**src/rtl/load_data_ext_if.sv**
```systemverilog
// rtl/load_data_ext_if.sv - load formatter handshake bundle: memory read side and writeback side
interface load_data_ext_if #(
    parameter int DATA_W = 32,
    parameter int TAG_W  = 5
);
    localparam int OFF_W = $clog2(DATA_W / 8);

    logic              in_valid;
    logic              in_ready;
    logic [DATA_W-1:0] in_rdata;
    logic [OFF_W-1:0]  in_off;
    logic [1:0]        in_size;
    logic              in_unsign;
    logic [TAG_W-1:0]  in_tag;

    logic              out_valid;
    logic              out_ready;
    logic [DATA_W-1:0] out_data;
    logic [TAG_W-1:0]  out_tag;
    logic              out_err;

    modport master (
        output in_valid, in_rdata, in_off, in_size, in_unsign, in_tag, out_ready,
        input  in_ready, out_valid, out_data, out_tag, out_err
    );

    modport slave (
        input  in_valid, in_rdata, in_off, in_size, in_unsign, in_tag, out_ready,
        output in_ready, out_valid, out_data, out_tag, out_err
    );
endinterface

```
**src/rtl/load_data_ext.sv**
```systemverilog
// rtl/load_data_ext.sv - load lane select, sign/zero extend, misalign flag, one-deep output register
module load_data_ext #(
    parameter int DATA_W = 32,
    parameter int CNT_W  = 8,
    parameter int TAG_W  = 5
) (
    input  logic             clk,
    input  logic             rst,
    load_data_ext_if.slave   bus,
    output logic [CNT_W-1:0] err_cnt,
    input  logic             cnt_clr
);
    localparam int OFF_W = $clog2(DATA_W / 8);
    localparam logic [6:0] DW7 = 7'(DATA_W);

    logic [DATA_W-1:0] shifted;
    logic [DATA_W-1:0] low_mask;
    logic [DATA_W-1:0] top_bit;
    logic [DATA_W-1:0] fmt_data;
    logic [6:0]        fw;
    logic [OFF_W-1:0]  size_mask;
    logic              ext;
    logic              fmt_err;
    logic              accept;

    logic              valid_q;
    logic [DATA_W-1:0] data_q;
    logic [TAG_W-1:0]  tag_q;
    logic              err_q;
    logic [CNT_W-1:0]  cnt_q;

    // The field's sign bit is located through the mask itself, so a
    // full-width field has no upper bits to fill and passes through untouched.
    always_comb begin
        shifted   = bus.in_rdata >> {bus.in_off, 3'b000};
        fw        = 7'd8 << bus.in_size;
        size_mask = OFF_W'((4'd1 << bus.in_size) - 4'd1);
        fmt_err   = (fw > DW7) || ((bus.in_off & size_mask) != '0);
        low_mask  = {DATA_W{1'b1}} >> (DW7 - fw);
        top_bit   = low_mask & ~(low_mask >> 1);
        ext       = !bus.in_unsign && (|(shifted & top_bit));
        fmt_data  = '0;
        if (!fmt_err) begin
            fmt_data = (shifted & low_mask) | ({DATA_W{ext}} & ~low_mask);
        end
    end

    assign bus.in_ready  = !valid_q || bus.out_ready;
    assign accept        = bus.in_valid && bus.in_ready;
    assign bus.out_valid = valid_q;
    assign bus.out_data  = data_q;
    assign bus.out_tag   = tag_q;
    assign bus.out_err   = err_q;
    assign err_cnt       = cnt_q;

    always_ff @(posedge clk) begin
        if (rst) begin
            valid_q <= 1'b0;
            data_q  <= '0;
            tag_q   <= '0;
            err_q   <= 1'b0;
        end else if (accept) begin
            valid_q <= 1'b1;
            data_q  <= fmt_data;
            tag_q   <= bus.in_tag;
            err_q   <= fmt_err;
        end else if (bus.out_ready) begin
            valid_q <= 1'b0;
        end
    end

    // Errors are counted when the beat enters, not when it leaves.
    always_ff @(posedge clk) begin
        if (rst || cnt_clr) begin
            cnt_q <= '0;
        end else if (accept && fmt_err && (cnt_q != {CNT_W{1'b1}})) begin
            cnt_q <= cnt_q + 1'b1;
        end
    end
endmodule
```
**src/flat_wrapper.sv**
```systemverilog
// flat-port wrapper written by rule: the top's interface ports become plain ports
module load_data_ext_flat 
#(
    parameter int DATA_W = 32,
    parameter int CNT_W  = 8,
    parameter int TAG_W  = 5
)
  (clk, rst, err_cnt, cnt_clr, bus_in_valid, bus_in_rdata, bus_in_off, bus_in_size, bus_in_unsign, bus_in_tag, bus_out_ready, bus_in_ready, bus_out_valid, bus_out_data, bus_out_tag, bus_out_err);
  load_data_ext_if #(.DATA_W(DATA_W), .TAG_W(TAG_W)) bus_i ();
  input  logic clk;
  input  logic rst;
  output logic [CNT_W-1:0] err_cnt;
  input  logic cnt_clr;
  input wire logic [$bits(bus_i.in_valid)-1:0] bus_in_valid;
  input wire logic [$bits(bus_i.in_rdata)-1:0] bus_in_rdata;
  input wire logic [$bits(bus_i.in_off)-1:0] bus_in_off;
  input wire logic [$bits(bus_i.in_size)-1:0] bus_in_size;
  input wire logic [$bits(bus_i.in_unsign)-1:0] bus_in_unsign;
  input wire logic [$bits(bus_i.in_tag)-1:0] bus_in_tag;
  input wire logic [$bits(bus_i.out_ready)-1:0] bus_out_ready;
  output wire logic [$bits(bus_i.in_ready)-1:0] bus_in_ready;
  output wire logic [$bits(bus_i.out_valid)-1:0] bus_out_valid;
  output wire logic [$bits(bus_i.out_data)-1:0] bus_out_data;
  output wire logic [$bits(bus_i.out_tag)-1:0] bus_out_tag;
  output wire logic [$bits(bus_i.out_err)-1:0] bus_out_err;
  assign bus_i.in_valid = bus_in_valid;
  assign bus_i.in_rdata = bus_in_rdata;
  assign bus_i.in_off = bus_in_off;
  assign bus_i.in_size = bus_in_size;
  assign bus_i.in_unsign = bus_in_unsign;
  assign bus_i.in_tag = bus_in_tag;
  assign bus_i.out_ready = bus_out_ready;
  assign bus_in_ready = bus_i.in_ready;
  assign bus_out_valid = bus_i.out_valid;
  assign bus_out_data = bus_i.out_data;
  assign bus_out_tag = bus_i.out_tag;
  assign bus_out_err = bus_i.out_err;
  load_data_ext #(.DATA_W(DATA_W), .CNT_W(CNT_W), .TAG_W(TAG_W)) u_core (.clk(clk), .rst(rst), .bus(bus_i), .err_cnt(err_cnt), .cnt_clr(cnt_clr));
endmodule
```
**config.mk**
```make
export PLATFORM = sky130hd
export DESIGN_NAME = load_data_ext_flat
export DESIGN_NICKNAME = d
export VERILOG_FILES = /design/src/rtl/load_data_ext_if.sv /design/src/rtl/load_data_ext.sv /design/src/flat_wrapper.sv
export SDC_FILE = /design/constraint.sdc
export NUM_CORES = 1
export LEC_CHECK = 0
export BUFFER_PORTS_ARGS = -buffer_cell sky130_fd_sc_hd__clkbuf_2
export CORE_MARGIN = 2
export CORE_UTILIZATION = 45
export DETAILED_ROUTE_END_ITERATION = 16
export GPL_TIMING_DRIVEN = 0
export PLACE_DENSITY = 0.73
export SYNTH_ARGS = -nofsm -noshare
export SYNTH_HDL_FRONTEND = slang
export SYNTH_SLANG_ARGS = --single-unit
```
**constraint.sdc**
```tcl
create_clock -name clk -period 2.25 [get_ports clk]
set_clock_uncertainty 0.1 [all_clocks]
set_input_delay 0.45 -clock clk [delete_from_list [all_inputs] [get_ports clk]]
set_output_delay 0.45 -clock clk [all_outputs]
set_load 0.1 [all_outputs]
```
==> results.toml, run 1 <==
[grt]
grt_pass1_vias = 2596
grt_pass1_wl_mm = 12.35
gr-total-overflow = 0
grt_max_degree = 16
grtUsageTotal_pct = 24.13
antenna_found_initial = 0

[synth]
synthTopCellsByCount = "47 x dfxtp_1, 28 x mux2i_1, 26 x nand2_1, 18 x nor2_1, 14 x clkbuf_1"
async_flop_share_pct = 0
synth_edf_count = 0
synth_cell_types = 51
syn_area_um2 = 2700
synth_top_area_share_pct = 34.85
syn_inst = 305
ys_warn_count = 0
synth_area_leaders = "dfxtp_1 35%, mux2i_1 10%, nand2_1 3.6%"
synth_seq_cells = 47
syn-num-nets = 359
synth_most_common_cell = "dfxtp_1"
syn_avg_cell_area_um2 = 8.853
yosysTopAreaCell = "dfxtp_1"
synth.yosys.seq_area_share_pct = 34.85
ys.flop_type = "dfxtp_1"

[power]
p_leak_uw = 0.001472
power.density_nw_per_um2 = 562.5
ir_drop_uv = 255.9

[drt]
vias = 2828
viasPerCell = 5.879
drt_iter0_markers = 182
post_drt_wl_per_cell_um = 16.69
wl_mm = 8.029
drcViolationCount = 0
antenna_left = 0
drt_first_pass_iters = 4

[finish]
fin_nets = 459
syn_to_final_growth_pct = 24.47
drive_gt1_share_pct = 32.51
antenna_cells = 0
instances_no_fill = 481

[sta]
worstMarginPinSlew_ps = 841.0
fin_crit_sh_pct = 95.10
rsz0062_at_grt = "false"
hold_ws_ps = 253.8
fin_crit_ps = 2140
tns_ps = 0
setup_violations = 0
hold_viol_final = 0
slew_headroom_pct = 43.93
fmax_mhz = 467.4
maxSlewViolCount = 0

[min_path]
hold_path_class = "input pin to flip-flop"

[clock_tree]
clockBufferDepth = 2
clock-root-buffer = "clkbuf_8"
numCtsBuffers = 5
h-tree-depth = 2
clock_latency_ps = 310
clkSinkCount = 47
cts_hold_buf = 0
clkSlewWorstSetupHoldPaths_ps = 90
cts_tree = "yes"

[floorplanning]
die_area_um2 = 6636
io_pins = 95
die_w_um = 81.46
core_um2 = 5851
die_h_um = 81.46
rows = 28
start_util_pct = 46.15

[worst_setup_path]
cpMaxStageDelayCell = "buf_2"
cp.arrival_ps = 1590
end_kind = "primary output"
critical-path-top-delay-family = "buffers and inverters"
worstPathMaxFanout = 10
critPathKind = "flip-flop to primary output"
required_ps = 1700
crit_chain = "nor2b_1, inv_1, clkbuf_2, buf_2"
max_stage_delay_ps = 460
cp_num_buf_inv = 3
critPathLaunchType = "flip-flop"

[run]
max_cap_violations = 0

[placed_design]
placement.io_buffers = 93
place_congestion = 0.9016
dp_hpwl_mm = 6.038
place_inst = 473

[outcome]
outcome = "finished, final reports clean"
per-layer routing:
| metal | vias up | wire length, µm | track usage (%) |
|---|---|---|---|
| met5 | - | 0 | 0 |
| met4 | 0 | 146 | 7.458 |
| met3 | 13 | 618 | 4.835 |
| met2 | 130 | 3709 | 39.92 |
| met1 | 1321 | 3554 | 31.67 |
| li1 | 1364 | - | - |
state kept, by name, summed over array words and instances, names as in the netlist:
signal / cells
u_core.bus.out_data: 32
u_core.bus.out_err: 1
u_core.bus.out_tag: 5
u_core.bus.out_valid: 1
u_core.err_cnt: 8
worst min-delay path: stages:
cell,delay [ps]
clkbuf_2,80
nand2_1,40
a21oi_1,50
cell type report:
cell class | count | area (µm²)
clock buffers | 5 | 68.82
well taps | 75 | 93.84
flip-flops and latches | 47 | 944.7
clock inverters | 3 | 20.02
inverters | 9 | 33.78
plain buffers | 24 | 112.6
multi-input cells | 225 | 1622
fillers | 550 | 2490
repair buffers | 93 | 465.4
power breakdown:
part / switching, µW / leakage, µW / internal [µW] / total [µW]
sequential: 12.7 / 0.000382 / 854 / 867
combinational: 374 / 0.00105 / 126 / 500
clock: 307 / 0.0000402 / 217 / 523
logic make-up after synthesis:
family | count (synthesis) | synth area share (%)
AOI/OAI and AO/OA | 102 | 28.87
xor gates and xnor gates | 1 | 0.3244
adders and majority gates | 7 | 3.244
buffers and inverters | 33 | 5.375
DFF | 47 | 34.85
muxes | 29 | 11.21
and+or+nand+nor | 86 | 16.13
stage by stage:
step	worst slack, ps	total power (µW)	utilization, %	instance area, µm²
floorplan	154.9	1243	-	2705
global placement	-119.1	1374	55.80	3264
detailed placement	-194.6	1379	55.80	3264
CTS	65.42	1901	57.31	3353
global route	9.031	1964	57.44	3361
finish	110.3	1890	57.44	3361
path summary, 6_finish.rpt:
path,start,end,slack (ps),cells after the start
worst min-delay path,bus_in_tag[3],u_core.bus.out_tag[3],250,3
worst max register to register,u_core.bus.out_valid,u_core.bus.out_data[11],200,6
worst min register to register,u_core.bus.out_tag[1],u_core.bus.out_tag[1],360,2
worst max-delay path,u_core.bus.out_valid,bus_in_ready,110,4
layout by cell type (no fill, tap or decap), drive strengths merged, types with 5 or more instances in the layout:
cell type | netlist | final
o2111ai | 9 | 9
clkbuf | 14 | 111
a31oi | 8 | 8
nand3 | 11 | 11
mux2i | 28 | 28
o2bb2ai | 7 | 7
dfxtp | 47 | 47
o31a | 8 | 8
inv | 9 | 9
o21ai | 25 | 25
nand2 | 26 | 26
a21boi | 8 | 8
a22oi | 7 | 7
nor2 | 18 | 18
ha | 7 | 7
nand4 | 5 | 5
buf | 10 | 11
a21oi | 9 | 9
o22ai | 7 | 7
timing repair:
item,4_1_cts,5_1_grt
endpoints found under the setup margin,0,5
gates resized for setup,0,2
buffers inserted,0,0
Note: power is estimated with default switching activity, not from simulation.
==> inputs of run 2 (changes only) <==
--- a/config.mk
+++ b/config.mk
@@ -6,11 +6,13 @@
 export NUM_CORES = 1
 export LEC_CHECK = 0
 export BUFFER_PORTS_ARGS = -buffer_cell sky130_fd_sc_hd__clkbuf_2
+export CELL_PAD_IN_SITES_DETAIL_PLACEMENT = 1
+export CELL_PAD_IN_SITES_GLOBAL_PLACEMENT = 1
 export CORE_MARGIN = 2
-export CORE_UTILIZATION = 45
+export CORE_UTILIZATION = 36
 export DETAILED_ROUTE_END_ITERATION = 16
 export GPL_TIMING_DRIVEN = 0
-export PLACE_DENSITY = 0.73
+export PLACE_DENSITY_LB_ADDON = 0.1
 export SYNTH_ARGS = -nofsm -noshare
 export SYNTH_HDL_FRONTEND = slang
 export SYNTH_SLANG_ARGS = --single-unit
==> run 2 against run 1 <==
  * Count of clock-buffer cells in the layout unchanged
  * Clock power increased by 4.2%
  * First-iteration DRC count shrank 54%
  * Critical path depth is the same
  * Wire length grew 11%
  * Worst setup slack got worse by 17 ps
  * Cell count increased by 5.0%
  * Non-clock buffer count stayed put
  * Core utilization decreased by 11 points
  * Global-route usage fell by 2.6 points
  * Combinational power is 0.8% higher
  * Via count fell by 1.6%
  * Largest cell class unchanged
==> results.toml, run 2 (synthesis results as in run 1) <==
[worst_setup_path]
cp_num_buf_inv = 3
ff2ff_path_depth = 6
r2r_slack_ps = 170
end_kind = "primary output"
worstPathMaxFanout = 10
critical-path-top-delay-family = "buffers and inverters"
crit_chain = "nor2b_1, inv_1, clkbuf_2, buf_2"
cpMaxStageDelayCell = "buf_2"
cp.arrival_ps = 1610
reg2reg_to = "u_core.bus.out_data[14]"
required_ps = 1700
max_stage_delay_ps = 460
reg2reg_from = "u_core.bus.out_valid"
crit_path_start = "u_core.bus.out_valid"
critPathLaunchType = "flip-flop"
crit_cells = 4
endpoint = "bus_in_ready"
critPathKind = "flip-flop to primary output"

[drt]
viasPerCell = 5.509
vias = 2782
wl_mm = 8.907
drcViolationCount = 0
antenna_left = 0
drt_first_pass_iters = 4
post_drt_wl_per_cell_um = 17.64
drt_iter0_markers = 84

[sta]
fin_crit_ps = 2157
worst_slack_ps = 92.81
setup_violations = 0
slew_headroom_pct = 48.57
maxSlewViolCount = 0
hold_ws_ps = 254.6
tns_ps = 0
rsz0062_at_grt = "false"
hold_viol_final = 0
fin_crit_sh_pct = 95.88
fmax_mhz = 463.6
worstMarginPinSlew_ps = 771.4

[clock_tree]
clkSlewWorstSetupHoldPaths_ps = 100
clockBufferDepth = 2
clock_latency_ps = 310
numCtsBuffers = 5
h-tree-depth = 2
cts_hold_buf = 0
post_cts_resize_count = 0
cts_setup_buffers = 0
clock-root-buffer = "clkbuf_8"
cts_tree = "yes"
clkSinkCount = 47

[grt]
grt_pass1_vias = 2760
grt_max_degree = 17
antenna_found_initial = 0
grt_pass1_wl_mm = 14.23
grtUsageTotal_pct = 21.57
gr-total-overflow = 0

[finish]
largest_register_ffs = 32
fin_nets = 459
syn_to_final_growth_pct = 25.72
final_cell_mix = "93 x clkbuf_2, 44 x dfxtp_1, 28 x mux2i_1, 26 x nand2_1, 18 x nor2_1"
drive_gt1_share_pct = 32.51
post-route-util_pct = 46.80
final_common_cell = "clkbuf_2"
fill_cells = 925
antenna_cells = 0
instances_no_fill = 505

[floorplanning]
die_w_um = 90.61
start_util_pct = 37.23
die_area_um2 = 8209
io_pins = 95
rows = 31
core_um2 = 7253
die_h_um = 90.61

[power]
power.density_nw_per_um2 = 564.5
ir_drop_uv = 252.3
p_leak_uw = 0.001473

[placed_design]
dpl_worst_slack_ps = -245.4
place_inst = 497
dp_hpwl_mm = 6.948
place_congestion = 0.8598
placement.io_buffers = 93

[outcome]
outcome = "finished, final reports clean"

[run]
max_cap_violations = 0

[min_path]
hold_path_class = "input pin to flip-flop"
[run 2: cell type report]
type / count / area, µm² / area share, %
buffer: 24 / 112.6 / 3.317
clock buffer: 5 / 68.82 / 2.027
clock inverter: 3 / 23.77 / 0.7003
inverter: 9 / 33.78 / 0.9952
multi-input combinational: 225 / 1622 / 47.77
sequential: 47 / 944.7 / 27.83
tap: 99 / 123.9 / 3.649
timing repair buffer: 93 / 465.4 / 13.71
[run 2: metal layers]
layer | vias up | part of all wire [%] | global-route usage [%]
li1 | 1354 | - | -
met3 | 11 | 5.5 | 4.257
met4 | 0 | 2.2 | 6.410
met5 | - | 0 | 0
met1 | 1338 | 46 | 28.03
met2 | 79 | 46 | 36.13
[run 2: worst min-delay path by stage]
stage                                        to                  start  cells past startpoint  slack, ps
final                     u_core.bus.out_tag[2]          bus_in_tag[2]                      3        250
after global routing      u_core.bus.out_tag[3]          bus_in_tag[3]                      3        250
after CTS                 u_core.bus.out_tag[2]          bus_in_tag[2]                      3        250
after detailed placement  u_core.bus.out_tag[2]  u_core.bus.out_tag[2]                      2        350
after global placement    u_core.bus.out_tag[3]  u_core.bus.out_tag[3]                      2        340
after floorplan           u_core.bus.out_tag[0]          bus_in_tag[0]                      2        490
[run 2: per-stage QoR]
stage / area [µm²] / power [µW]
2_1_floorplan: 2705 / 1243
3_3_place_gp: 3294 / 1383
4_1_cts: 3387 / 1935
3_5_place_dp: 3294 / 1390
5_1_grt: 3395 / 2007
6_report: 3395 / 1916
[run 2: tightest hold or removal path, stage by stage]
cell	delay, ps
clkbuf_2	80
nand2_1	50
a21oi_1	50
[run 2: power by group]
part | total, µW | internal [µW] | switching, µW
combinational | 504 | 126 | 378
clock | 545 | 223 | 322
sequential | 867 | 854 | 12.4
==> inputs of run 3 (changes only) <==
==> constraint.sdc (replaced) <==
create_clock -name clk -period 2.4 [get_ports clk]
set_clock_uncertainty 0.1 [all_clocks]
set_input_delay 0.48 -clock clk [delete_from_list [all_inputs] [get_ports clk]]
set_output_delay 0.48 -clock clk [all_outputs]
set_load 0.1 [all_outputs]
==> run 3 against run 2 <==
  * Via count rose by 0.58%
  * Largest cell class unchanged
  * Critical path depth did not move
  * Combinational power fell by 6.2%
  * Clock power rose by 13%
  * Power fell by 0.74%
  * Largest power group unchanged
  * First-iteration DRC count rose by 15%
  * Register-to-register slack improved by 150 ps
  * Cell count did not move
  * Global-route usage rose by 0.38 points
  * Critical path type unchanged
==> results.toml, run 3 (synthesis results as in run 1) <==
[outcome]
outcome = "finished, final reports clean"

[sta]
hold_ws_ps = 276.8
hold_viol_final = 0
rsz0062_at_grt = "false"
setup_violations = 0
fin_crit_sh_pct = 94.58
tns_ps = 0
fmax_mhz = 440.6
worstMarginPinSlew_ps = 927.5
fin_crit_ps = 2270
slew_headroom_pct = 38.17
maxSlewViolCount = 0

[drt]
viasPerCell = 5.541
post_drt_wl_per_cell_um = 17.90
drt_iter0_markers = 97
drcViolationCount = 0
antenna_left = 0
drt_first_pass_iters = 4
vias = 2798
wl_mm = 9.041

[worst_setup_path]
end_kind = "primary output"
critPathLaunchType = "flip-flop"
cp.arrival_ps = 1690
critPathKind = "flip-flop to primary output"
ff2ff_path_depth = 6
worstPathMaxFanout = 10
required_ps = 1820

[min_path]
whs_path_depth = 3
hold_path_class = "input pin to flip-flop"

[grt]
grtUsageTotal_pct = 21.95
grt_max_degree = 17
antenna_found_initial = 0
gr-total-overflow = 0
grt_pass1_wl_mm = 14.55
grt_pass1_vias = 2800

[finish]
fin_nets = 459
instances_no_fill = 505
drive_gt1_share_pct = 31.53
final_common_cell = "clkbuf_2"
syn_to_final_growth_pct = 26.14
post-route-util_pct = 46.96
largest_register_ffs = 32
final_cell_mix = "94 x clkbuf_2, 47 x dfxtp_1, 28 x mux2i_1, 26 x nand2_1, 18 x nor2_1"
antenna_cells = 0

[power]
p_comb_share_pct = 24.8
fin_total_pwr_uw = 1902
seq_power_share_pct = 42.7
p_clk_share_pct = 32.4
p_int_uw = 1233
p_sw_uw = 669.5
p_leak_uw = 0.001486
power_switching_share_pct = 35.20
ir_drop_uv = 259.6
power.density_nw_per_um2 = 558.5

[clock_tree]
cts_tree = "yes"
numCtsBuffers = 5
clkSinkCount = 47
clock_latency_ps = 310
h-tree-depth = 2
cts_setup_buffers = 0
cts_hold_buf = 0
clock-root-buffer = "clkbuf_8"
post_cts_resize_count = 0
clkSlewWorstSetupHoldPaths_ps = 100
clockBufferDepth = 2

[floorplanning]
core_um2 = 7253
rows = 31
die_area_um2 = 8209
io_pins = 95
start_util_pct = 37.23
die_w_um = 90.61
die_h_um = 90.61

[placed_design]
dp_hpwl_mm = 6.970
placement.io_buffers = 93
place_inst = 497
place_congestion = 0.7800

[run]
max_cap_violations = 0
run 3: worst paths after layout:
path | startpoint | end | slack (ps)
setup reg to reg | u_core.bus.out_valid | u_core.bus.out_data[8] | 320
hold / removal | bus_in_tag[3] | u_core.bus.out_tag[3] | 280
setup / recovery | u_core.bus.out_valid | bus_in_ready | 130
hold reg to reg | u_core.bus.out_tag[0] | u_core.bus.out_tag[0] | 360
run 3: worst max-delay path: stages (launching register included):
cell and delay, ps:
dfxtp_1 340, nor2b_1 290, inv_1 130, clkbuf_2 210, clkbuf_2 400
run 3: final cells by class:
class	instances	area, µm²
Timing Repair Buffer	93	465.4
Clock buffer	5	68.82
Fill cell	952	3847
Tap cell	99	123.9
Clock inverter	3	46.29
Sequential cell	47	940.9
Multi-Input combinational cell	225	1614
Buffer	24	112.6
Inverter	9	33.78
run 3: metal layers:
| metal | routed length, µm | global-route usage [%] | vias to the layer above |
|---|---|---|---|
| met2 | 4227 | 36.01 | 85 |
| li1 | - | - | 1360 |
| met3 | 389 | 3.506 | 15 |
| met1 | 4232 | 29.44 | 1338 |
| met4 | 191 | 7.051 | 0 |
| met5 | 0 | 0 | - |
run 3: power groups by stage:
stage,registers [µW],clock network [µW],logic (µW)
floorplan,981,0,184
global placement,830,0,466
detailed placement,830,0,472
CTS,813,630,474
global route,816,663,504
finish,813,617,473
run 3: through the flow:
| step | cell area (µm²) | worst slack [ps] |
|---|---|---|
| 2_1_floorplan | 2701 | 33.57 |
| 3_3_place_gp | 3291 | -48.04 |
| 3_5_place_dp | 3291 | -58.70 |
| 4_1_cts | 3406 | 118.8 |
| 5_1_grt | 3406 | 27.99 |
| 6_report | 3406 | 130.1 |
